==> src/rtl/controlador_partida_pkg.sv <==
// Shared definitions for the game controller: state encoding, shot-clock
// length, horn length and the game-clock width.
package controlador_partida_pkg;

  typedef enum logic [2:0] {
    PARADO     = 3'd0,
    CORRENDO   = 3'd1,
    PAUSADO    = 3'd2,
    VIOLACAO   = 3'd3,
    FIM_QUARTO = 3'd4,
    FIM_JOGO   = 3'd5
  } estado_t;

  localparam int TEMPO_POSSE   = 24;
  localparam int BUZZER_CICLOS = 3;
  localparam int TEMPO_W       = 10;

  // True when the FSM is about to enter one of the states that sound the horn.
  function automatic logic evento_buzzer(input estado_t atual, input estado_t proximo);
    return (proximo != atual) && (proximo inside {VIOLACAO, FIM_QUARTO, FIM_JOGO});
  endfunction

endpackage

==> src/rtl/controlador_partida_cronometro.sv <==
// cronometro_jogo: game-clock down-counter. Loads the period length on reset
// or on request, counts down on enable and saturates at zero.
module cronometro_jogo
  import controlador_partida_pkg::*;
#(
  parameter int PERIODO_SEG = 600
) (
  input  logic               clock_in,
  input  logic               reset,
  input  logic               i_carga,
  input  logic               i_dec,
  output logic [TEMPO_W-1:0] o_valor,
  output logic               o_zero
);

  localparam logic [TEMPO_W-1:0] VALOR_CARGA = TEMPO_W'(PERIODO_SEG);

  logic [TEMPO_W-1:0] r_valor;

  // Reload has priority over counting; the count stops at zero instead of wrapping.
  always_ff @(posedge clock_in) begin
    if (reset || i_carga) begin
      r_valor <= VALOR_CARGA;
    end else if (i_dec && (r_valor != '0)) begin
      r_valor <= r_valor - 1'b1;
    end
  end

  assign o_valor = r_valor;
  assign o_zero  = (r_valor == '0);

endmodule

==> src/rtl/controlador_partida.sv <==
// controlador_partida: basketball game controller. Sequences periods, drives
// the shot-clock control lines and the horn.
// Optional macro DESLIGA_POSSE_EN: switches the shot clock off when less game
// time remains than the shot clock shows (and below 24 s).
module controlador_partida
  import controlador_partida_pkg::*;
#(
  parameter int PERIODO_SEG = 600,
  parameter int NUM_QUARTOS = 4
) (
  input  logic       clock_in,
  input  logic       reset,
  input  logic       tick_1s,
  input  logic       iniciar,
  input  logic       pausar,
  input  logic       troca_posse,
  input  logic [4:0] contagem24,
  output logic       en24,
  output logic       parar24,
  output logic       reset24,
  output logic [9:0] tempo_jogo,
  output logic [1:0] quarto,
  output logic [2:0] estado,
  output logic       buzzer
);

  localparam logic [1:0] ULTIMO_QUARTO = 2'(NUM_QUARTOS - 1);
  localparam logic [1:0] BUZZER_CARGA  = 2'(BUZZER_CICLOS);

  estado_t            r_estado;
  estado_t            w_proximo;
  logic [1:0]         r_quarto;
  logic               r_reset24;
  logic [1:0]         r_buzzCnt;
  logic [TEMPO_W-1:0] w_tempo;
  logic               w_tempoZero;
  logic               w_posseDesligada;
  logic               w_carregaTempo;
  logic               w_decTempo;
  logic               w_avancaQuarto;
  logic               w_pulso24;
  logic               w_comeca;

  cronometro_jogo #(
    .PERIODO_SEG(PERIODO_SEG)
  ) u_cronometro (
    .clock_in(clock_in),
    .reset   (reset),
    .i_carga (w_carregaTempo),
    .i_dec   (w_decTempo),
    .o_valor (w_tempo),
    .o_zero  (w_tempoZero)
  );

`ifdef DESLIGA_POSSE_EN
  assign w_posseDesligada = (w_tempo < TEMPO_W'(TEMPO_POSSE)) &&
                            (w_tempo < {{(TEMPO_W-5){1'b0}}, contagem24});
`else
  assign w_posseDesligada = 1'b0;
`endif

  assign w_comeca   = iniciar && !pausar;
  assign w_decTempo = (r_estado == CORRENDO) && tick_1s;

  // Next-state selection plus the one-cycle requests for reload, period advance and shot-clock reload.
  always_comb begin
    w_proximo      = r_estado;
    w_pulso24      = 1'b0;
    w_carregaTempo = 1'b0;
    w_avancaQuarto = 1'b0;
    case (r_estado)
      PARADO: begin
        if (w_comeca) begin
          w_proximo = CORRENDO;
          w_pulso24 = 1'b1;
        end
      end
      CORRENDO: begin
        if (w_tempoZero) begin
          w_proximo = FIM_QUARTO;
        end else if ((contagem24 == 5'd0) && !w_posseDesligada) begin
          w_proximo = VIOLACAO;
        end else if (pausar) begin
          w_proximo = PAUSADO;
        end
        if (troca_posse) begin
          w_pulso24 = 1'b1;
        end
      end
      PAUSADO: begin
        if (w_comeca) begin
          w_proximo = CORRENDO;
        end
        if (troca_posse) begin
          w_pulso24 = 1'b1;
        end
      end
      VIOLACAO: begin
        if (troca_posse || w_comeca) begin
          w_pulso24 = 1'b1;
        end
        if (w_comeca) begin
          w_proximo = CORRENDO;
        end
      end
      FIM_QUARTO: begin
        if (w_comeca) begin
          if (r_quarto == ULTIMO_QUARTO) begin
            w_proximo = FIM_JOGO;
          end else begin
            w_proximo      = PARADO;
            w_carregaTempo = 1'b1;
            w_avancaQuarto = 1'b1;
          end
        end
      end
      FIM_JOGO: begin
        w_proximo = FIM_JOGO;
      end
      default: begin
        w_proximo = PARADO;
      end
    endcase
  end

  // State register.
  always_ff @(posedge clock_in) begin
    if (reset) begin
      r_estado <= PARADO;
    end else begin
      r_estado <= w_proximo;
    end
  end

  // Period index, advanced only when a period closes and more remain.
  always_ff @(posedge clock_in) begin
    if (reset) begin
      r_quarto <= 2'd0;
    end else if (w_avancaQuarto) begin
      r_quarto <= r_quarto + 2'd1;
    end
  end

  // Shot-clock reload pulse, delayed one cycle from its cause.
  always_ff @(posedge clock_in) begin
    if (reset) begin
      r_reset24 <= 1'b0;
    end else begin
      r_reset24 <= w_pulso24;
    end
  end

  // Horn length counter; a new event reloads it even while it is still running.
  always_ff @(posedge clock_in) begin
    if (reset) begin
      r_buzzCnt <= 2'd0;
    end else if (evento_buzzer(r_estado, w_proximo)) begin
      r_buzzCnt <= BUZZER_CARGA;
    end else if (r_buzzCnt != 2'd0) begin
      r_buzzCnt <= r_buzzCnt - 2'd1;
    end
  end

  assign en24       = tick_1s && (r_estado == CORRENDO) && !w_posseDesligada;
  assign parar24    = (r_estado != CORRENDO) || w_posseDesligada;
  assign reset24    = r_reset24;
  assign tempo_jogo = w_tempo;
  assign quarto     = r_quarto;
  assign estado     = r_estado;
  assign buzzer     = (r_buzzCnt != 2'd0);

endmodule

==> config.mk <==
export PLATFORM = sky130hd
export DESIGN_NAME = controlador_partida
export DESIGN_NICKNAME = d
export VERILOG_FILES = /design/src/rtl/controlador_partida_pkg.sv /design/src/rtl/controlador_partida_cronometro.sv /design/src/rtl/controlador_partida.sv
export SDC_FILE = /design/constraint.sdc
export NUM_CORES = 1
export LEC_CHECK = 0
export ABC_AREA = 1
export BUFFER_PORTS_ARGS = -buffer_cell sky130_fd_sc_hd__buf_4
export CAP_MARGIN = 20
export CORE_MARGIN = 3
export CORE_UTILIZATION = 51
export CTS_BUF_LIST = sky130_fd_sc_hd__clkbuf_16
export DETAILED_ROUTE_END_ITERATION = 10
export PLACE_DENSITY_LB_ADDON = 0.08
export SYNTH_ARGS = -nofsm -noshare
export SYNTH_HDL_FRONTEND = slang
export SYNTH_HIERARCHICAL = 1
export SYNTH_SLANG_ARGS = --single-unit
==> constraint.sdc <==
create_clock -name clock_in -period 2.2 [get_ports clock_in]
set_input_delay 0.55 -clock clock_in [delete_from_list [all_inputs] [get_ports clock_in]]
set_output_delay 0.55 -clock clock_in [all_outputs]
set_load 0.02 [all_outputs]
==> metrics.md <==
| Metric | Value |
|---|---|
| Synth warn | 6 |
| Max Cap Viol | 0 |
| Switching Share | between 20% and 30% |
| Final instance area | 1420 um2 |
| DR vias | 1182 |
| Peak supply drop | roughly 0.00054 V |
| Int Pwr | 0.701 mW |
| Worst slack at placement | 0.384 ns |
| Routed Antenna Nets | 0 |
| CTS Hold Buffers Added | 0 |
| CTS buffer count | 3 |
| Final period util | slightly above 90% |
| Max Freq | 497 MHz |
| Tot Pwr | 0.988 mW |
| Register area | 360 um2 |
| Initial Util | about 55% |
| Flop pwr share | 37.9% |
| IO Pins | 30 |
| Kind of critical path | flip-flop to primary output |
| TritonCTS clock tree | done |
| Comb pwr share | approximately a quarter |
| Max FO, Critical Path | 7 |
| GRT overflow | 0 |
| Post-Synthesis Net Count | approximately 190 |
| Drt first pass iters | 4 |
| Port Buffers | 29 |
| Initial antenna violation count | 0 |
| Setup TNS | 0 ns |
| All-layer global routing usage | 21.6% |
| Final setup fails | 0 |
| Fin cells | 230 |
| Global placement routability congestion | 0.859 |
| Clk sink count | 18 |
| Post-DP HPWL | 1970 um |
| Largest net degree at the start of global routing | 12 |
| Clock skew | 0.00606 ns |
| Clk Tree Root Cell | clkbuf_16 |
| Status | finished, final reports clean |
| Classification of the worst-slack hold path | primary input to flip-flop |
| Max-slew headroom | roughly 64% |
| Routed vias/inst | 5.14 |
| Die Height | roughly 52 um |
| Post-CTS setup buffer count | 0 |
| DRT Wirelength | around 2500 um |
| Vias in the first global route | 1128 |
| WL/cell | around 11 um |
| Hold_ws | 0.507 ns |
| ANT cells | 0 |
| Post-Syn Area | roughly 1100 um2 |
| Flops & latches, synth | 18 |
| Post-route minimum period | 2.01 ns |
| Fill cells | 185 |
| Static leakage | 0.700 nW |
| Fin. Hold Viols | 0 |
| Register area share after synthesis | 32.8% |
| Post-Syn Instances | 171 |
| First-pass GRT wire length | 4480 um |
| Footprint of the multi-input gates | around 630 um2 |
| Layout cells sized above 1 | 23.2% |
| Slew Limit Fails | 0 |
| Die area | between 2000 and 3000 um2 |
| Setup crit end kind | primary output |
| Die Width | 52.4 um |
| Pwr per Cell Area | 696 nW/um2 |
| WP data required | around 1.7 ns |
| Clock Power Share | 36.7% |
| Psw | 0.288 mW |
| Placed insts | 226 |
| Final setup margin | 0.188 ns |
| Arrival time worst endpoint | 1.46 ns |
| Average cell area after synthesis | between 6 and 7 um2 |
| Layout area overhead | 29.0% |
| Initial detailed-routing violation count | 21 |
| Yosys cell types | 21 |
| CTS clk-pin slew, worst paths | 0.05 ns |
| Area of placed instances | between 1000 and 1500 um2 |
| Core ar. | ~2000 um2 |
| Drt drc | 0 |
| # H-tree levels | 1 |
| Clock Path Buffers | 2 |
| Final Util | 70.9% |
| Worst slew pin tran | 0.534 ns |
| Total number of placement rows | 16 |
| Unrepaired setup endpoints after global routing | no |
| Nets | ~220 |
| Clk_lat worst skew | 0.25 ns |
| CP Launch Type | flip-flop |
| Post-CTS sizing | 0 |
==> synthesized netlist by cell type, drive strengths merged <==
library cell  count  share of area, %
nand3            11               5.9
buf               1               1.0
xor2              3               2.4
inv              25               8.5
ha                3               3.4
nand3b            1              0.68
nor2             32                13
nand4             3               1.7
o21ai            13               6.6
nor3              1              0.45
dfxtp            18                33
a21oi            10               4.6
o211ai            1              0.68
nand2            49                18
==> final timing paths <==
path / depth (start not counted) / end / from / slack [ns]
min reg2reg: 2 / u_cronometro/o_valor[4] / u_cronometro/o_valor[4] / 0.51
max: 5 / en24 / estado[0] / 0.19
max reg2reg: 9 / u_cronometro/o_valor[4] / estado[0] / 0.37
min: 2 / estado[0] / reset / 0.51
==> cell usage in the layout, fill, tap and decap left out, drive strengths merged, types with 3 or more instances in the layout <==
master,instances
nand4,3
ha,3
clkbuf,3
buf,29
a21oi,10
nand3,11
dfxtp,18
inv,25
nor2,32
xor2,3
o21ai,13
nand2,49
==> kinds of logic (layout without fill, tap and decap cells) <==
logic type | count (synthesis) | count (layout) | synth area share [%]
XOR/XNOR | 3 | 3 | 2.39
AND/OR/NAND/NOR | 97 | 97 | 40.0
AO/OA/AOI/OAI | 24 | 24 | 11.8
buffers and inverters | 26 | 58 | 9.56
adder cells (fa/ha/maj) | 3 | 3 | 3.41
flip-flops | 18 | 18 | 32.8
==> cell type report <==
type                            instances  area share, %
Sequential cell                        18           25.4
Tap cell                               27           2.38
Timing Repair Buffer                   29           15.3
Inverter                               25           6.61
Multi-Input combinational cell        127           44.7
Clock inverter                          1          0.265
Clock buffer                            3           5.29
==> critical path: stages, from the launching register on <==
cell and delay (ns):
dfxtp_1 0.44, inv_2 0.09, nor2_4 0.16, nand2_4 0.08
nor2_1 0.24, buf_4 0.20
==> registers in the layout, summed over array words and instances (netlist names) <==
signal / flops
u_cronometro/o_valor: 10
reset24: 1
quarto: 2
r_buzzCnt: 2
estado: 3
==> power by group through the flow <==
stage               combinational (mW)  sequential (mW)  clock (mW)
detailed placement               0.250            0.381           0
floorplan                        0.164            0.390           0
global placement                 0.249            0.379           0
finish                           0.252            0.374       0.362
CTS                              0.252            0.374       0.371
global route                     0.290            0.378       0.384
==> routing by layer <==
layer,part of all wire (%),global-route usage [%]
met1,39,22.6
met2,52,40.9
met3,8.1,4.84
met4,0.75,8.09
met5,0,0
(Power assumes the default switching activity.)
